===== config.mk =====
export PLATFORM = sky130hd
export DESIGN_NAME = vsm_program_counter_flat
export DESIGN_NICKNAME = d
export VERILOG_FILES = /design/src/rtl/vsm_program_counter_if.sv /design/src/rtl/vsm_program_counter.sv /design/src/flat_wrapper.sv
export SDC_FILE = /design/constraint.sdc
export NUM_CORES = 1
export LEC_CHECK = 0
export BUFFER_PORTS_ARGS = -buffer_cell sky130_fd_sc_hd__buf_2
export CAP_MARGIN = 20
export CORE_AREA = 2 2 65 67
export CTS_BUF_LIST = sky130_fd_sc_hd__clkbuf_8
export DETAILED_ROUTE_END_ITERATION = 8
export DIE_AREA = 0 0 67 69
export HOLD_SLACK_MARGIN = 0.1
export PLACE_DENSITY_LB_ADDON = 0.08
export SYNTH_ARGS = -nofsm -noshare
export SYNTH_HDL_FRONTEND = slang
export SYNTH_SLANG_ARGS = --single-unit

===== constraint.sdc =====
create_clock -name MainClock -period 4.4 [get_ports MainClock]
set_input_delay 0.88 -clock MainClock [delete_from_list [all_inputs] [get_ports MainClock]]
set_output_delay 0.88 -clock MainClock [all_outputs]
set_load 0.01 [all_outputs]

===== src/rtl/vsm_program_counter_if.sv =====
// Sequencer-facing bundle for the VSM program counter: control requests in, PC and stack status out.
// The sequencer holds the master modport and the counter holds the slave modport.
interface vsm_program_counter_if #(
    parameter int WIDTH = 4,
    parameter int DEPTH = 4
);
    localparam int DW = $clog2(DEPTH + 1);

    logic             EnableCount;
    logic             Load;
    logic             Call;
    logic             Ret;
    logic [WIDTH-1:0] Target;
    logic [WIDTH-1:0] PC;
    logic [DW-1:0]    StackDepth;
    logic             StackFull;
    logic             StackEmpty;
    logic             Wrap;
    logic             StackErr;

    modport master (
        output EnableCount, Load, Call, Ret, Target,
        input  PC, StackDepth, StackFull, StackEmpty, Wrap, StackErr
    );

    modport slave (
        input  EnableCount, Load, Call, Ret, Target,
        output PC, StackDepth, StackFull, StackEmpty, Wrap, StackErr
    );
endinterface


===== src/rtl/vsm_program_counter.sv =====
// Parametrised VSM program counter with jump, bounded call/return stack, wrap pulse and sticky stack error.
// Request priority when enabled: Ret, then Call, then Load, then plain increment.
module vsm_program_counter #(
    parameter int WIDTH    = 4,
    parameter int DEPTH    = 4,
    parameter int RESET_PC = 0
) (
    input logic                   MainClock,
    input logic                   ClearCounter,
    vsm_program_counter_if.slave  bus
);
    localparam int DW    = $clog2(DEPTH + 1);
    localparam int SLOTS = 2 ** DW;

    typedef logic [WIDTH-1:0] addr_t;

    addr_t          pcReg;
    logic [DW-1:0]  depthReg;
    logic           wrapReg;
    logic           errReg;
    addr_t          stackMem [SLOTS];
    addr_t          pcPlusOne;
    logic           isFull;
    logic           isEmpty;

    // The stack is sized to the full range of the depth register so it can be indexed without truncation.
    assign pcPlusOne = pcReg + WIDTH'(1);
    assign isFull    = (depthReg == DW'(DEPTH));
    assign isEmpty   = (depthReg == '0);

    always_ff @(posedge MainClock) begin
        if (ClearCounter) begin
            pcReg    <= WIDTH'(RESET_PC);
            depthReg <= '0;
            wrapReg  <= 1'b0;
            errReg   <= 1'b0;
        end else begin
            wrapReg <= 1'b0;
            if (bus.EnableCount) begin
                if (bus.Ret) begin
                    if (!isEmpty) begin
                        pcReg    <= stackMem[depthReg - DW'(1)];
                        depthReg <= depthReg - DW'(1);
                    end else begin
                        errReg <= 1'b1;
                    end
                end else if (bus.Call) begin
                    // Return address is the instruction after the call; a full stack rejects the call outright.
                    if (!isFull) begin
                        stackMem[depthReg] <= pcPlusOne;
                        depthReg           <= depthReg + DW'(1);
                        pcReg              <= bus.Target;
                    end else begin
                        errReg <= 1'b1;
                    end
                end else if (bus.Load) begin
                    pcReg <= bus.Target;
                end else begin
                    pcReg   <= pcPlusOne;
                    wrapReg <= (pcReg == '1);
                end
            end
        end
    end

    assign bus.PC         = pcReg;
    assign bus.StackDepth = depthReg;
    assign bus.StackFull  = isFull;
    assign bus.StackEmpty = isEmpty;
    assign bus.Wrap       = wrapReg;
    assign bus.StackErr   = errReg;

endmodule


===== src/flat_wrapper.sv =====
// flat-port wrapper written by rule: the top's interface ports become plain ports
module vsm_program_counter_flat 
#(
    parameter int WIDTH    = 4,
    parameter int DEPTH    = 4,
    parameter int RESET_PC = 0
)
  (MainClock, ClearCounter, bus_EnableCount, bus_Load, bus_Call, bus_Ret, bus_Target, bus_PC, bus_StackDepth, bus_StackFull, bus_StackEmpty, bus_Wrap, bus_StackErr);
  vsm_program_counter_if #(.WIDTH(WIDTH), .DEPTH(DEPTH)) bus_i ();
  input logic MainClock;
  input logic ClearCounter;
  input wire logic [$bits(bus_i.EnableCount)-1:0] bus_EnableCount;
  input wire logic [$bits(bus_i.Load)-1:0] bus_Load;
  input wire logic [$bits(bus_i.Call)-1:0] bus_Call;
  input wire logic [$bits(bus_i.Ret)-1:0] bus_Ret;
  input wire logic [$bits(bus_i.Target)-1:0] bus_Target;
  output wire logic [$bits(bus_i.PC)-1:0] bus_PC;
  output wire logic [$bits(bus_i.StackDepth)-1:0] bus_StackDepth;
  output wire logic [$bits(bus_i.StackFull)-1:0] bus_StackFull;
  output wire logic [$bits(bus_i.StackEmpty)-1:0] bus_StackEmpty;
  output wire logic [$bits(bus_i.Wrap)-1:0] bus_Wrap;
  output wire logic [$bits(bus_i.StackErr)-1:0] bus_StackErr;
  assign bus_i.EnableCount = bus_EnableCount;
  assign bus_i.Load = bus_Load;
  assign bus_i.Call = bus_Call;
  assign bus_i.Ret = bus_Ret;
  assign bus_i.Target = bus_Target;
  assign bus_PC = bus_i.PC;
  assign bus_StackDepth = bus_i.StackDepth;
  assign bus_StackFull = bus_i.StackFull;
  assign bus_StackEmpty = bus_i.StackEmpty;
  assign bus_Wrap = bus_i.Wrap;
  assign bus_StackErr = bus_i.StackErr;
  vsm_program_counter #(.WIDTH(WIDTH), .DEPTH(DEPTH), .RESET_PC(RESET_PC)) u_core (.MainClock(MainClock), .ClearCounter(ClearCounter), .bus(bus_i));
endmodule

Yosys cells after proc, flatten, opt, wreduce, memory -nomap -nowiden
Memory sizes are Yosys's and may differ from the RTL's.
Cells that the tools add are included.
- add/subtract/negate cells: 3
- equal/unequal tests: 6
- muxes and demuxes: 19
- bitwise logic cells: 1
- reduce and logical (&&, ||, !) cells: 7
- operators with widths (cell ; number):
    $mux W4 ; 5
    $mux W3 ; 4
    $mux W1 ; 10
    $reduce_and A4 Y1 ; 2
    $reduce_or A5 Y1 ; 1
    $add A4 B1 Y4 const B ; 1
    $eq A4 B4 Y1 const B ; 1
    $ne A2 B2 Y1 const B ; 2
    $reduce_bool A2 Y1 ; 2
    $add A3 B1 Y3 const B ; 1
    $eq A3 B3 Y1 const B ; 1
    $logic_not A3 Y1 ; 1
    $ne A3 B3 Y1 const B ; 1
    $reduce_and A3 Y1 ; 1
    $sub A3 B1 Y3 const B ; 1
    $ne A2 B1 Y1 const B ; 1
    $not A1 Y1 ; 1
- flip-flop bits (word level): 9
- bits in writable memories: 32
- input bits: 10
- word-level logic and storage cells: 41
- memories kept: 1
- memory list (memory ; depth ; bits a word ; read ports ; clocked after memory_dff ; write ports ; RTL line ; source):
    u_core.stackMem ; 8 ; 4 ; 1 ; 0 ; 1 ; vsm_program_counter.sv:21 ; addr_t stackMem [SLOTS];

Depth between registers and ports, before layout
- depth in word-level cells: 7
- mapped depth: 8
- mapped depth without buffers: 6

Worst setup path before layout
No wires, ideal clock.
- path kind: input port to flip-flop
- start: in bus_Ret
- end: mem u_core.stackMem[1][0] in the netlist's numbering (enable)
- data arrival time: 1.866 ns
- path slack: 2.173 ns
- cell stages on the path: 4
- path through: buf_2 > nor3b_1 > nand4_1 > nor3_1
- longest elaborated chain between the ends: 4
- RTL lines (what ; RTL line ; source):
    start: declaration ; flat_wrapper.sv:15 ; input wire logic [$bits(bus_i.Ret)-1:0] bus_Ret;
    $mux W1 ; vsm_program_counter.sv:40 ; if (bus.Ret) begin
    $mux W1 ; vsm_program_counter.sv:39 ; if (bus.EnableCount) begin
    $mux W1 ; vsm_program_counter.sv:32 ; if (ClearCounter) begin
    $mux W1 (implied by the code) ; vsm_program_counter.sv:50 ; stackMem[depthReg] <= pcPlusOne;
    end: declaration ; vsm_program_counter.sv:21 ;
Every way passes these cells.

Worst setup path after layout
- start: reg u_core.depthReg[0] (netlist: u_core.bus.StackDepth[0])
- end: out bus_StackFull
- longest elaborated chain between the ends: 1
- RTL lines (what ; RTL line ; source):
    start: declaration ; vsm_program_counter.sv:18 ; logic [DW-1:0] depthReg;
    start signal: assignment ; vsm_program_counter.sv:43 ; depthReg <= depthReg - DW'(1);
    start signal: assignment ; vsm_program_counter.sv:51 ; depthReg <= depthReg + DW'(1);
    $eq A3 B3 Y1 ; vsm_program_counter.sv:28 ; assign isFull = (depthReg == DW'(DEPTH));
    end: declaration ; flat_wrapper.sv:19 ; output wire logic [$bits(bus_i.StackFull)-1:0] bus_StackFull;
Every way passes these cells.

==> run summary <==
The final design instance area without fill is ~2100 um2. The switching power summed over all nets came out at between 0.0002 and 0.00025 W. The buffer count from post-CTS setup fixing came out at 0. STA classifies the critical path startpoint as a flop. The critical path class is flop to primary output. After global routing, the most crowded layer is met2. The height of the chip is 69 um. The relative max-transition margin is about two fifths. The met3 track demand over resource in global routing came out at approximately 5.1%. The wire length of the first global-routing pass came out at approximately 5900 um. The aggregate negative setup slack is 0 ns. The layout-stage area growth over the synthesis result is 14.3%. Synthesis handed over a netlist of between 100 and 150 instances. The total cell area at the placement stage is 2000 um2. Synthesis produced a netlist with a net count of approximately 140. The initial antenna violation count is 0. The starting density of the core is a little under half.

The length of the first detailed-routing pass in iterations is 4. The number of nets with antenna violations after detailed routing is 0. The number of fillers in the final layout came out at about 330. The number of resized instances in the post-cts repair step came out at 0. The nature of the critical path endpoint is a primary output. The share of the cycle needed by the critical path after routing is 63.1%.

The startpoint identified for the worst hold timing path is u_core.bus.StackErr$_SDFFE_PP0P_. Global routing consumed, over all layers together, around 17% of the routing resources. The final number of setup-violating endpoints came out at 0. The final hold violation count is 0.

The clock network is responsible for 36.8% of the overall power. The standard cell core area came out at roughly 4000 um2. The worst-case reg-to-reg path depth came out at 5.

On the final layout, the worst hold slack is approximately 0.50 ns. TritonCTS built the clock tree. The area of combinational cells with multiple inputs came out at roughly 680 um2.

The peak fanout along the critical path is 13. The slack of the worst reg-to-reg path is between 1.5 and 2 ns. The met2 track demand over resource is 27.3%. The H-tree was split into 2 levels.

The worst setup skew after layout came out at 0.0104 ns. The maximum root-to-sink buffer count is 2. The number of DRC violations after detailed routing came out at 0. The worst-case IR drop observed on VDD is 0.000267 V. The relative contribution of sequential cells to total power is a little under half.

The total overflow left after global routing is 0. The worst hold path belongs to the class flop to flop. The tool flagged a number of max-cap violations equal to 0. The largest net degree at the start of global routing came out at 15. The number of top-level pins came out at 21. The smallest clock period supported by the final layout is computed as ~2.8 ns. The hold buffer count at CTS is 0. Setup repair after global routing left no endpoint under its margin. The total via count after detailed routing is ~1,100. The final layout contains routed wiring with a total length of around 3600 um. The register area share after synthesis came out at about three fifths. The startpoint identified for the worst register-to-register timing path is u_core.bus.StackDepth[0]$_SDFFE_PP0P_. The die is 67 um wide. Counting instances, the worst hold path has a depth of 2. The worst hold path terminates at u_core.bus.StackErr$_SDFFE_PP0P_. The fraction of layout cells with a size suffix above 1 is 21.7%. The clock buffer count from CTS is 5. The sequential standard cell area is around 1100 um2. The clock transition at the register clock pins on the worst setup and hold paths after CTS is roughly 0.080 ns. The mean post-synth cell area came out at 14.4 um2.

The worst reg2reg path endpoint is u_core.stackMem[1][0]$_DFFE_PP_. The clock sink count came out at 41. Of the total power, the share spent switching nets is around 25%. The arrival time of data at the critical path endpoint came out at ~1.9 ns.

0 antenna diodes ended up in the layout. The weighted congestion at the end of routability-driven global placement is 0.825. The floorplan has 23 rows.

The flow ran to the end, and the final reports show no timing, DRC or antenna violations. The number of DRC markers after the initial detailed-route iteration is 71. For this design the ratio of total power to cell area is roughly 460 nW/um2. The combinational fraction of design power is between 10% and 20%.

The final-stage net count is 165. The highest clock rate came out at around 360 MHz. The cell sitting at the root of the clock tree is a sky130_fd_sc_hd__clkbuf_8. The clock insertion delay at the later pin of the skew report came out at 0.30 ns. The detailed placer's ending HPWL is 2600 um. The worst-margin pin slew is 0.892 ns. The number of synthesized register bits came out at between 40 and 50. Using the TritonRoute via totals, the vias-per-cell ratio works out to roughly 5.6. The count of buffers added on input and output ports is 20. The number of distinct library cells after synthesis is 33.

The die covers ~4600 um2. For this run, global-route usage on met1 was measured as 23.3%. At the end of the flow the core is filled with cells to around 55%. The routed length per placed instance came out at 17.9 um. The required arrival time at the worst endpoint came out at about 3.5 ns.

The post-synthesis instance area came out at 1870 um2. The number of warning messages in the yosys log is 0. The via count of the first global-routing pass is roughly 1,200. The cell-internal power came out at 0.000745 W. The leakage power is a little under 0.8 nW. The number of slew-limit violations in the final report is 0.
metal layers:
layer,share of wire (%),vias to the layer above
met5,0,-
met4,0.69,0
met3,5.3,4
met2,46,30
met1,48,554
li1,-,541
critical path, stage by stage, from the launching register on:
cell                      delay [ns]
sky130_fd_sc_hd__dfxtp_1        0.73
sky130_fd_sc_hd__inv_1          0.18
sky130_fd_sc_hd__ha_1           0.30
sky130_fd_sc_hd__nand2_1        0.19
sky130_fd_sc_hd__inv_1          0.06
sky130_fd_sc_hd__buf_2          0.14
worst max-delay path by stage:
stage | start | endpoint | slack [ns] | cells after the start
6_report | u_core.bus.StackDepth[0]$_SDFFE_PP0P_ | bus_StackFull | 1.62 | 5
5_1_grt | u_core.bus.StackDepth[0]$_SDFFE_PP0P_ | bus_StackFull | 1.50 | 5
4_1_cts | u_core.bus.StackDepth[0]$_SDFFE_PP0P_ | bus_StackFull | 1.60 | 5
3_5_place_dp | bus_Ret | u_core.stackMem[1][2]$_DFFE_PP_ | 1.62 | 4
3_3_place_gp | bus_Ret | u_core.stackMem[0][1]$_DFFE_PP_ | 1.62 | 4
2_1_floorplan | bus_Ret | u_core.stackMem[1][0]$_DFFE_PP_ | 2.17 | 4
cell families (layout without fill, tap and decap cells):
group / count (synthesis) / in the layout / share of synthesized area, %
AOI/OAI and AO/OA: 20 / 20 / 7.49
xor gates and xnor gates: 7 / 7 / 3.28
adders and majority gates: 4 / 4 / 2.67
buffers and inverters: 11 / 33 / 2.74
DFF: 41 / 41 / 61.0
muxes: 13 / 13 / 14.2
and+or+nand+nor: 34 / 34 / 8.69
stage by stage:
step                      power, W  instances  setup slack [ns]
after floorplan           0.000588        130              2.17
after global placement    0.000630        194              1.62
after detailed placement  0.000636        194              1.62
after CTS                 0.000998        202              1.60
after global routing       0.00103        202              1.50
final                     0.000991        202              1.62
state kept, by name, indices dropped and copies added, names as in the netlist:
signal / cells
u_core.stackMem: 32
u_core.bus.StackDepth: 3
u_core.bus.Wrap: 1
u_core.bus.StackErr: 1
u_core.bus.PC: 4
cell usage in the layout (no fill, tap or decap):
cell type and n:
sky130_fd_sc_hd__a21oi_1 4, sky130_fd_sc_hd__mux2i_1 1, sky130_fd_sc_hd__nand2_1 7, sky130_fd_sc_hd__bufinv_16 2, sky130_fd_sc_hd__inv_6 1, sky130_fd_sc_hd__nor3_1 2
sky130_fd_sc_hd__xnor2_1 4, sky130_fd_sc_hd__o21ai_0 3, sky130_fd_sc_hd__dfxtp_1 9, sky130_fd_sc_hd__nand4_1 2, sky130_fd_sc_hd__edfxtp_1 32, sky130_fd_sc_hd__clkbuf_8 5
sky130_fd_sc_hd__mux4_1 8, sky130_fd_sc_hd__buf_2 20, sky130_fd_sc_hd__nand3b_1 1, sky130_fd_sc_hd__nor2b_1 1, sky130_fd_sc_hd__a211o_1 1, sky130_fd_sc_hd__nand2b_1 2
sky130_fd_sc_hd__nand3_1 1, sky130_fd_sc_hd__o211ai_1 3, sky130_fd_sc_hd__a31oi_1 1, sky130_fd_sc_hd__ha_1 4, sky130_fd_sc_hd__a311oi_1 2, sky130_fd_sc_hd__nor3b_1 2
sky130_fd_sc_hd__o311ai_0 2, sky130_fd_sc_hd__and3_1 2, sky130_fd_sc_hd__a211oi_1 2, sky130_fd_sc_hd__o21a_1 1, sky130_fd_sc_hd__nor2_1 13, sky130_fd_sc_hd__xor2_1 3
sky130_fd_sc_hd__mux2_2 4, sky130_fd_sc_hd__inv_1 5, sky130_fd_sc_hd__o211a_1 1, sky130_fd_sc_hd__or2_2 1
layout make-up:
| type | count | area share (%) |
|---|---|---|
| Tap cell | 50 | 2.92 |
| Multi-Input combinational cell | 78 | 31.8 |
| Clock inverter | 3 | 3.22 |
| Clock buffer | 5 | 3.22 |
| Sequential cell | 41 | 53.3 |
| Inverter | 5 | 0.877 |
| Timing Repair Buffer | 20 | 4.68 |
Yosys cell counts:
library cell	number	area, um2
sky130_fd_sc_hd__xnor2_1	4	35.0
sky130_fd_sc_hd__a211oi_1	2	15.0
sky130_fd_sc_hd__mux2_2	4	45.0
sky130_fd_sc_hd__o211a_1	1	10.0
sky130_fd_sc_hd__nor3_1	2	10.0
sky130_fd_sc_hd__buf_6	1	11.3
sky130_fd_sc_hd__nand3b_1	1	7.51
sky130_fd_sc_hd__and3_1	2	12.5
sky130_fd_sc_hd__o211ai_1	3	22.5
sky130_fd_sc_hd__nand4_1	2	12.5
sky130_fd_sc_hd__nand2_1	7	26.3
sky130_fd_sc_hd__ha_1	4	50.1
sky130_fd_sc_hd__nand2b_1	2	12.5
sky130_fd_sc_hd__a211o_1	1	8.76
sky130_fd_sc_hd__o311ai_0	2	17.5
sky130_fd_sc_hd__mux4_1	8	210
sky130_fd_sc_hd__or2_2	1	6.26
sky130_fd_sc_hd__dfxtp_1	9	180
sky130_fd_sc_hd__a311oi_1	2	17.5
sky130_fd_sc_hd__o21ai_0	3	15.0
sky130_fd_sc_hd__a31oi_1	1	6.26
sky130_fd_sc_hd__clkbuf_1	3	11.3
sky130_fd_sc_hd__o21a_1	1	7.51
sky130_fd_sc_hd__nor2b_1	1	6.26
sky130_fd_sc_hd__nor2_1	13	48.8
sky130_fd_sc_hd__inv_1	5	18.8
sky130_fd_sc_hd__mux2i_1	1	10.0
sky130_fd_sc_hd__xor2_1	3	26.3
sky130_fd_sc_hd__edfxtp_1	32	961
sky130_fd_sc_hd__buf_2	2	10.0
sky130_fd_sc_hd__nand3_1	1	5.00
sky130_fd_sc_hd__a21oi_1	4	20.0
sky130_fd_sc_hd__nor3b_1	2	15.0
power by group through the flow:
stage               combinational, W  sequential, W  clock (W)
global placement            0.000161       0.000469          0
CTS                         0.000167       0.000462   0.000370
finish                      0.000165       0.000461   0.000365
floorplan                   0.000125       0.000463          0
detailed placement          0.000166       0.000471          0
global route                0.000184       0.000464   0.000385
Power figures use the tool's default switching activity.
